File: src/rtl/io_pkg.sv
// Shared definitions for the CPU I/O port: default word width, input FSM
// encodings and the opcode/funk decode used by the `in`/`out` instructions.
package io_pkg;

    localparam int DATA_W_DEF = 16;

    // Input holding register state
    typedef enum logic {
        IN_EMPTY = 1'b0,
        IN_FULL  = 1'b1
    } inState_t;

    // I/O instruction encoding: one opcode, funk selects the direction
    localparam logic [3:0] IO_OPCODE = 4'b1100;
    localparam logic [3:0] FUNK_IN   = 4'd1;

    // Any funk value other than FUNK_IN under IO_OPCODE is an `out`
    function automatic logic isInFunk(input logic [3:0] funk);
        return funk == FUNK_IN;
    endfunction

endpackage

File: src/rtl/io_port_unit_if.sv
// Device-side handshake bundle: output stream (unit -> device) and input
// stream (device -> unit), each with valid/ready.
interface io_port_unit_if #(
    parameter int DATA_W = io_pkg::DATA_W_DEF
);
    logic [DATA_W-1:0] ext_out_data;
    logic              ext_out_valid;
    logic              ext_out_ready;
    logic [DATA_W-1:0] ext_in_data;
    logic              ext_in_valid;
    logic              ext_in_ready;

    // The I/O unit side
    modport master (
        output ext_out_data, ext_out_valid, ext_in_ready,
        input  ext_out_ready, ext_in_data, ext_in_valid
    );

    // The external device side
    modport slave (
        input  ext_out_data, ext_out_valid, ext_in_ready,
        output ext_out_ready, ext_in_data, ext_in_valid
    );
endinterface

File: src/rtl/io_out_fifo.sv
// First-word-fall-through output FIFO. A push while full is accepted only if
// a pop happens in the same cycle; otherwise it is dropped and flagged.
module io_out_fifo #(
    parameter int DATA_W    = io_pkg::DATA_W_DEF,
    parameter int OUT_DEPTH = 4
) (
    input  logic              CLK,
    input  logic              Reset,
    input  logic              push,
    input  logic [DATA_W-1:0] push_data,
    input  logic              pop,
    output logic [DATA_W-1:0] head,
    output logic              empty,
    output logic              full,
    output logic              drop
);
    localparam int PTR_W = $clog2(OUT_DEPTH);

    logic [DATA_W-1:0] mem [OUT_DEPTH];
    logic [PTR_W-1:0]  wrPtrReg;
    logic [PTR_W-1:0]  rdPtrReg;
    logic [PTR_W:0]    countReg;
    logic              popOk;
    logic              pushOk;

    assign empty  = (countReg == '0);
    assign full   = (countReg == (PTR_W+1)'(OUT_DEPTH));
    assign popOk  = pop & ~empty;
    assign pushOk = push & (~full | popOk);
    assign drop   = push & full & ~popOk;
    assign head   = mem[rdPtrReg];

    // Storage entries, cleared on reset so the head reads 0 when empty
    generate
        for (genvar gi = 0; gi < OUT_DEPTH; gi++) begin : gEntry
            always_ff @(posedge CLK or posedge Reset) begin
                if (Reset)
                    mem[gi] <= '0;
                else if (pushOk && (wrPtrReg == PTR_W'(gi)))
                    mem[gi] <= push_data;
            end
        end
    endgenerate

    // Pointers wrap naturally since OUT_DEPTH is a power of two
    always_ff @(posedge CLK or posedge Reset) begin
        if (Reset) begin
            wrPtrReg <= '0;
            rdPtrReg <= '0;
            countReg <= '0;
        end else begin
            if (pushOk)
                wrPtrReg <= wrPtrReg + 1'b1;
            if (popOk)
                rdPtrReg <= rdPtrReg + 1'b1;
            case ({pushOk, popOk})
                2'b10:   countReg <= countReg + 1'b1;
                2'b01:   countReg <= countReg - 1'b1;
                default: countReg <= countReg;
            endcase
        end
    end

endmodule

File: src/rtl/io_port_unit.sv
// CPU I/O responder: buffers `out` words toward the device and holds one
// device word for the next `in` instruction.
module io_port_unit
    import io_pkg::*;
#(
    parameter int DATA_W    = DATA_W_DEF,
    parameter int OUT_DEPTH = 4
) (
    input  logic              CLK,
    input  logic              Reset,
    input  logic              OutputWrite,
    input  logic [DATA_W-1:0] out_data,
    input  logic              InputRead,
    output logic [DATA_W-1:0] in_data,
    output logic              in_valid,
    output logic              out_full,
    output logic              out_overflow,
    output logic              in_underflow,
    io_port_unit_if.master    devIf
);
    inState_t          inStateReg;
    inState_t          inStateNext;
    logic [DATA_W-1:0] heldDataReg;
    logic              overflowReg;
    logic              underflowReg;
    logic              fifoEmpty;
    logic              fifoDrop;
    logic              fifoPop;

    assign fifoPop = ~fifoEmpty & devIf.ext_out_ready;

    io_out_fifo #(
        .DATA_W    (DATA_W),
        .OUT_DEPTH (OUT_DEPTH)
    ) uOutFifo (
        .CLK       (CLK),
        .Reset     (Reset),
        .push      (OutputWrite),
        .push_data (out_data),
        .pop       (fifoPop),
        .head      (devIf.ext_out_data),
        .empty     (fifoEmpty),
        .full      (out_full),
        .drop      (fifoDrop)
    );

    assign devIf.ext_out_valid = ~fifoEmpty;
    assign out_overflow        = overflowReg;
    assign in_underflow        = underflowReg;

    // Input FSM state register
    always_ff @(posedge CLK or posedge Reset) begin
        if (Reset)
            inStateReg <= IN_EMPTY;
        else
            inStateReg <= inStateNext;
    end

    // Input FSM next state: capture when empty, release on InputRead
    always_comb begin
        inStateNext = inStateReg;
        case (inStateReg)
            IN_EMPTY: if (devIf.ext_in_valid) inStateNext = IN_FULL;
            IN_FULL:  if (InputRead)          inStateNext = IN_EMPTY;
            default:  inStateNext = IN_EMPTY;
        endcase
    end

    // Input FSM outputs: data is forced to 0 whenever nothing is held
    always_comb begin
        devIf.ext_in_ready = 1'b0;
        in_valid           = 1'b0;
        in_data            = '0;
        case (inStateReg)
            IN_EMPTY: devIf.ext_in_ready = 1'b1;
            IN_FULL: begin
                in_valid = 1'b1;
                in_data  = heldDataReg;
            end
            default: devIf.ext_in_ready = 1'b1;
        endcase
    end

    // Holding register: load on capture, clear when the word is consumed
    always_ff @(posedge CLK or posedge Reset) begin
        if (Reset)
            heldDataReg <= '0;
        else if (inStateReg == IN_EMPTY && devIf.ext_in_valid)
            heldDataReg <= devIf.ext_in_data;
        else if (inStateReg == IN_FULL && InputRead)
            heldDataReg <= '0;
    end

    // Sticky error flags, cleared only by Reset
    always_ff @(posedge CLK or posedge Reset) begin
        if (Reset) begin
            overflowReg  <= 1'b0;
            underflowReg <= 1'b0;
        end else begin
            if (fifoDrop)
                overflowReg <= 1'b1;
            if (InputRead && inStateReg == IN_EMPTY)
                underflowReg <= 1'b1;
        end
    end

endmodule

File: src/flat_wrapper.sv
// flat-port wrapper written by rule: the top's interface ports become plain ports
module io_port_unit_flat import io_pkg::*;
#(
    parameter int DATA_W    = DATA_W_DEF,
    parameter int OUT_DEPTH = 4
)
  (CLK, Reset, OutputWrite, out_data, InputRead, in_data, in_valid, out_full, out_overflow, in_underflow, devIf_ext_out_data, devIf_ext_out_valid, devIf_ext_in_ready, devIf_ext_out_ready, devIf_ext_in_data, devIf_ext_in_valid);
  io_port_unit_if #(.DATA_W(DATA_W)) devIf_i ();
  input  logic CLK;
  input  logic Reset;
  input  logic OutputWrite;
  input  logic [DATA_W-1:0] out_data;
  input  logic InputRead;
  output logic [DATA_W-1:0] in_data;
  output logic in_valid;
  output logic out_full;
  output logic out_overflow;
  output logic in_underflow;
  output wire logic [$bits(devIf_i.ext_out_data)-1:0] devIf_ext_out_data;
  output wire logic [$bits(devIf_i.ext_out_valid)-1:0] devIf_ext_out_valid;
  output wire logic [$bits(devIf_i.ext_in_ready)-1:0] devIf_ext_in_ready;
  input wire logic [$bits(devIf_i.ext_out_ready)-1:0] devIf_ext_out_ready;
  input wire logic [$bits(devIf_i.ext_in_data)-1:0] devIf_ext_in_data;
  input wire logic [$bits(devIf_i.ext_in_valid)-1:0] devIf_ext_in_valid;
  assign devIf_ext_out_data = devIf_i.ext_out_data;
  assign devIf_ext_out_valid = devIf_i.ext_out_valid;
  assign devIf_ext_in_ready = devIf_i.ext_in_ready;
  assign devIf_i.ext_out_ready = devIf_ext_out_ready;
  assign devIf_i.ext_in_data = devIf_ext_in_data;
  assign devIf_i.ext_in_valid = devIf_ext_in_valid;
  io_port_unit #(.DATA_W(DATA_W), .OUT_DEPTH(OUT_DEPTH)) u_core (.CLK(CLK), .Reset(Reset), .OutputWrite(OutputWrite), .out_data(out_data), .InputRead(InputRead), .in_data(in_data), .in_valid(in_valid), .out_full(out_full), .out_overflow(out_overflow), .in_underflow(in_underflow), .devIf(devIf_i));
endmodule
File: config.mk
export PLATFORM = sky130hd
export DESIGN_NAME = io_port_unit_flat
export DESIGN_NICKNAME = d
export VERILOG_FILES = /design/src/rtl/io_pkg.sv /design/src/rtl/io_port_unit_if.sv /design/src/rtl/io_out_fifo.sv /design/src/rtl/io_port_unit.sv /design/src/flat_wrapper.sv
export SDC_FILE = /design/constraint.sdc
export NUM_CORES = 1
export LEC_CHECK = 0
export CORE_AREA = 2 2 91 110
export CTS_CLUSTER_DIAMETER = 100
export DETAILED_ROUTE_END_ITERATION = 16
export DIE_AREA = 0 0 93 112
export MAX_ROUTING_LAYER = met4
export PLACE_DENSITY_LB_ADDON = 0.15
export SLEW_MARGIN = 20
export SYNTH_ARGS = -nofsm -noshare
export SYNTH_HDL_FRONTEND = slang
export SYNTH_HIERARCHICAL = 1
export SYNTH_SLANG_ARGS = --single-unit
File: constraint.sdc
create_clock -name CLK -period 2.37 [get_ports CLK]
set_input_delay 0.237 -clock CLK [delete_from_list [all_inputs] [get_ports CLK]]
set_output_delay 0.237 -clock CLK [all_outputs]
set_load 0.03 [all_outputs]
==> results by group <==
Synth
  • Most frequent cell after synthesis: dfrtp_1
  • Register area share after synthesis: approximately 51%
  • Syn_area_per_cell: roughly 15 sq um
  • Number of synthesized flops with an enable pin: 0
  • Post-Syn Area: 0.00440 sq mm
  • Top cell type's share of synthesized area: about half
  • Yosys top cell by area: dfrtp_1
  • Warnings, synthesis: 6
  • Register bit total from synthesis: 90
  • Post-synth top cells: dfrtp_1 (90), mux2_4 (40), mux2_2 (25), inv_1 (17), mux4_2 (16)
  • Ys flop type: dfrtp_1
  • Syn Nets: roughly 330
  • Main area contributors after synthesis: dfrtp_1 (51%), mux2_4 (14%), mux4_2 (8.2%), mux2_2 (6.4%), buf_12 (1.8%)
  • Asr flop ratio synth: 100%
  • Post-Synthesis Cells: 289
  • Yosys cell types: 38

Detailed routing
  • Detail Route Antenna Nets: 0
  • Via density: 5.18
  • Iter 0 DRT Violations: between 150 and 200
  • Total wire length: 8570 um
  • DR WL/cell: ~17 um
  • Routed vias: about 2.7k
  • DRT Pass-1 Iters: 4
  • # DRC: 0

STA
  • Slew Limit Fails: 0
  • WHS: between 300 and 400 ps
  • Final-report setup violation count: 0
  • Worst Tran Pin Value: between 700 and 800 ps
  • Slew headroom: between 50% and 60%
  • Final hold violations: 0
  • Fin Setup TNS: 0 ps
  • Worst Clk Skew: 9.00 ps
  • Achievable frequency: about 440 MHz
  • Fin crit share: 96.8%
  • Tmin final: 2290 ps
  • Final WS setup: 75.0 ps

Power and ir drop
  • Total power: just over 0.008 W
  • Max VDD drop: 0.815 mV
  • Pwr Density: between 1000 and 1500 mW/mm^2
  • LEAKAGE: ~2.6 nW

Worst setup path
  • Slowest-stage cell, CP: or4b_4
  • Worst path required time: around 2600 ps
  • Buf+Inv Stages, Crit Path: 3
  • Crit path max-delay family: simple AND/OR/NAND/NOR gates
  • CP Class: flop to flop
  • Critical path startpoint category: flop
  • CP Cell Sequence: or3_4 > inv_2 > nor2b_2 > or4b_4 > buf_8 > nand3_4 > buf_12 > mux2_2
  • CP max stage delay: 520 ps
  • Worst EP arrival: ~2500 ps
  • Critical path fanouts, max: 6
  • Crit end category: flop

Die
  • Die height: 112 um
  • Initial core utilization: approximately 47%
  • Die Area: approximately 0.010 sq mm
  • Die width: approximately 93 um
  • CORE AREA: 0.00937 sq mm
  • IO Count: 76
  • Row cnt: 39

Cells and area
  • Number of diodes: 0
  • Fraction of layout cells with a size suffix above 1: between 30% and 40%
  • # fillers: roughly 770
  • Synthesis-to-layout area growth: 31.1%
  • Number of nets in the layout: 427
  • Design area: roughly 0.0058 sq mm

CTS
  • CTS buffer count: 9
  • Hold Buf Count CTS: 0
  • H-Tree Depth: 3
  • CTS tree: done
  • CTS Root Cell: clkbuf_16
  • Clk_lat worst skew: 340 ps
  • Clock Sinks: 90
  • Clock slew at reported path FFs: roughly 60 ps
  • Maximum clock path buffer count: 2

Flow run
  • Max-Cap Viols: 0

Placed design
  • IO buf count: between 70 and 80
  • Dpl cell area: between 0.005 and 0.006 sq mm
  • Gpl congestion: roughly 0.80
  • DP Wirelength: slightly above 6000 um
  • Dpl ws: 7.19 ps

Global routing
  • Initial antenna violation count: 0
  • Largest net degree at the start of global routing: slightly above 40
  • Global-route wire length before repair: roughly 14000 um
  • Vias in the first global route: around 2.8k
  • Gr ovfl total: 0
  • Overall Global Routing Usage: a little under a fifth

Run status
  • Run status: completed

Hold path
  • Hold WC Path Type: primary input to asynchronous set/reset pin
==> final timing paths <==
path,end,start,cells past startpoint,slack [ps]
max,u_core/uOutFifo/mem[38],u_core/uOutFifo/countReg[2],8,80
min,u_core/uOutFifo/mem[52],Reset,2,330
max reg2reg,u_core/uOutFifo/mem[38],u_core/uOutFifo/countReg[2],8,80
min reg2reg,u_core/in_underflow,u_core/in_underflow,1,450
max in group asynchronous,u_core/uOutFifo/mem[57],Reset,3,1430
min in group CLK,u_core/in_underflow,u_core/in_underflow,1,450
==> through the flow <==
step	std cells	utilization (%)
floorplan	289	-
detailed placement	495	58.2
finish	512	61.5
global route	512	61.5
CTS	511	61.2
global placement	495	58.2
==> final cells by class <==
cell class              count  area (sq um)  area share (%)
inverters                  17          63.8            1.11
flip-flops and latches     90          2250            39.1
multi-input cells         164          1920            33.3
clock buffers              10           229            3.97
clock inverters             6          48.8           0.847
repair buffers            102          1090            19.0
well taps                 123           154            2.67
==> metal layers <==
layer	global-route usage [%]	wire length [um]	share of wire, %
met1	24.8	3970	46
met2	27.9	4190	49
met4	6.47	121	1.4
met3	4.26	287	3.3
met5	-	0	0
==> flip-flops by register name, summed over array words and instances (netlist names) <==
name / cells
u_core/uOutFifo/countReg: 3
u_core/uOutFifo/mem: 64
u_core/inStateReg: 1
u_core/in_underflow: 1
u_core/heldDataReg: 16
u_core/uOutFifo/rdPtrReg: 2
u_core/uOutFifo/wrPtrReg: 2
u_core/out_overflow: 1
==> cell families (layout without fill, tap and decap cells) <==
kind of cell    count (synthesis)  in the layout  share of synthesized area (%)
buf+inv                        35            135                           5.29
simple gates                   38             38                           5.92
xor+xnor                        6              6                           1.20
fa+ha+maj                       5              5                           1.59
mux                            90             90                           30.6
flops                          90             90                           51.2
compound gates                 25             25                           4.18
==> where the power goes <==
part           switching [W]  leakage, nW  internal [W]  total [W]
Sequential          0.000386         1.08       0.00222    0.00260
Clock               0.000615        0.126      0.000720    0.00133
Combinational        0.00179         1.43       0.00238    0.00417
Total                0.00279         2.64       0.00532    0.00811
==> placed cells by master (no fill, tap or decap), types with 9 or more instances in the layout <==
master	instances
clkdlybuf4s50_1	75
mux2_2	25
mux4_2	16
inv_1	15
buf_4	14
mux2_4	40
dfrtp_1	89
buf_12	10
nand2_1	10
clkbuf_16	9
==> what timing repair did <==
item | CTS | global route
setup endpoints to repair | 14 | 64
buffers inserted | 0 | 1
cloned | 0 | 0
gates resized for setup | 1 | 7
pin swaps | 0 | 2
(Power assumes the default switching activity.)
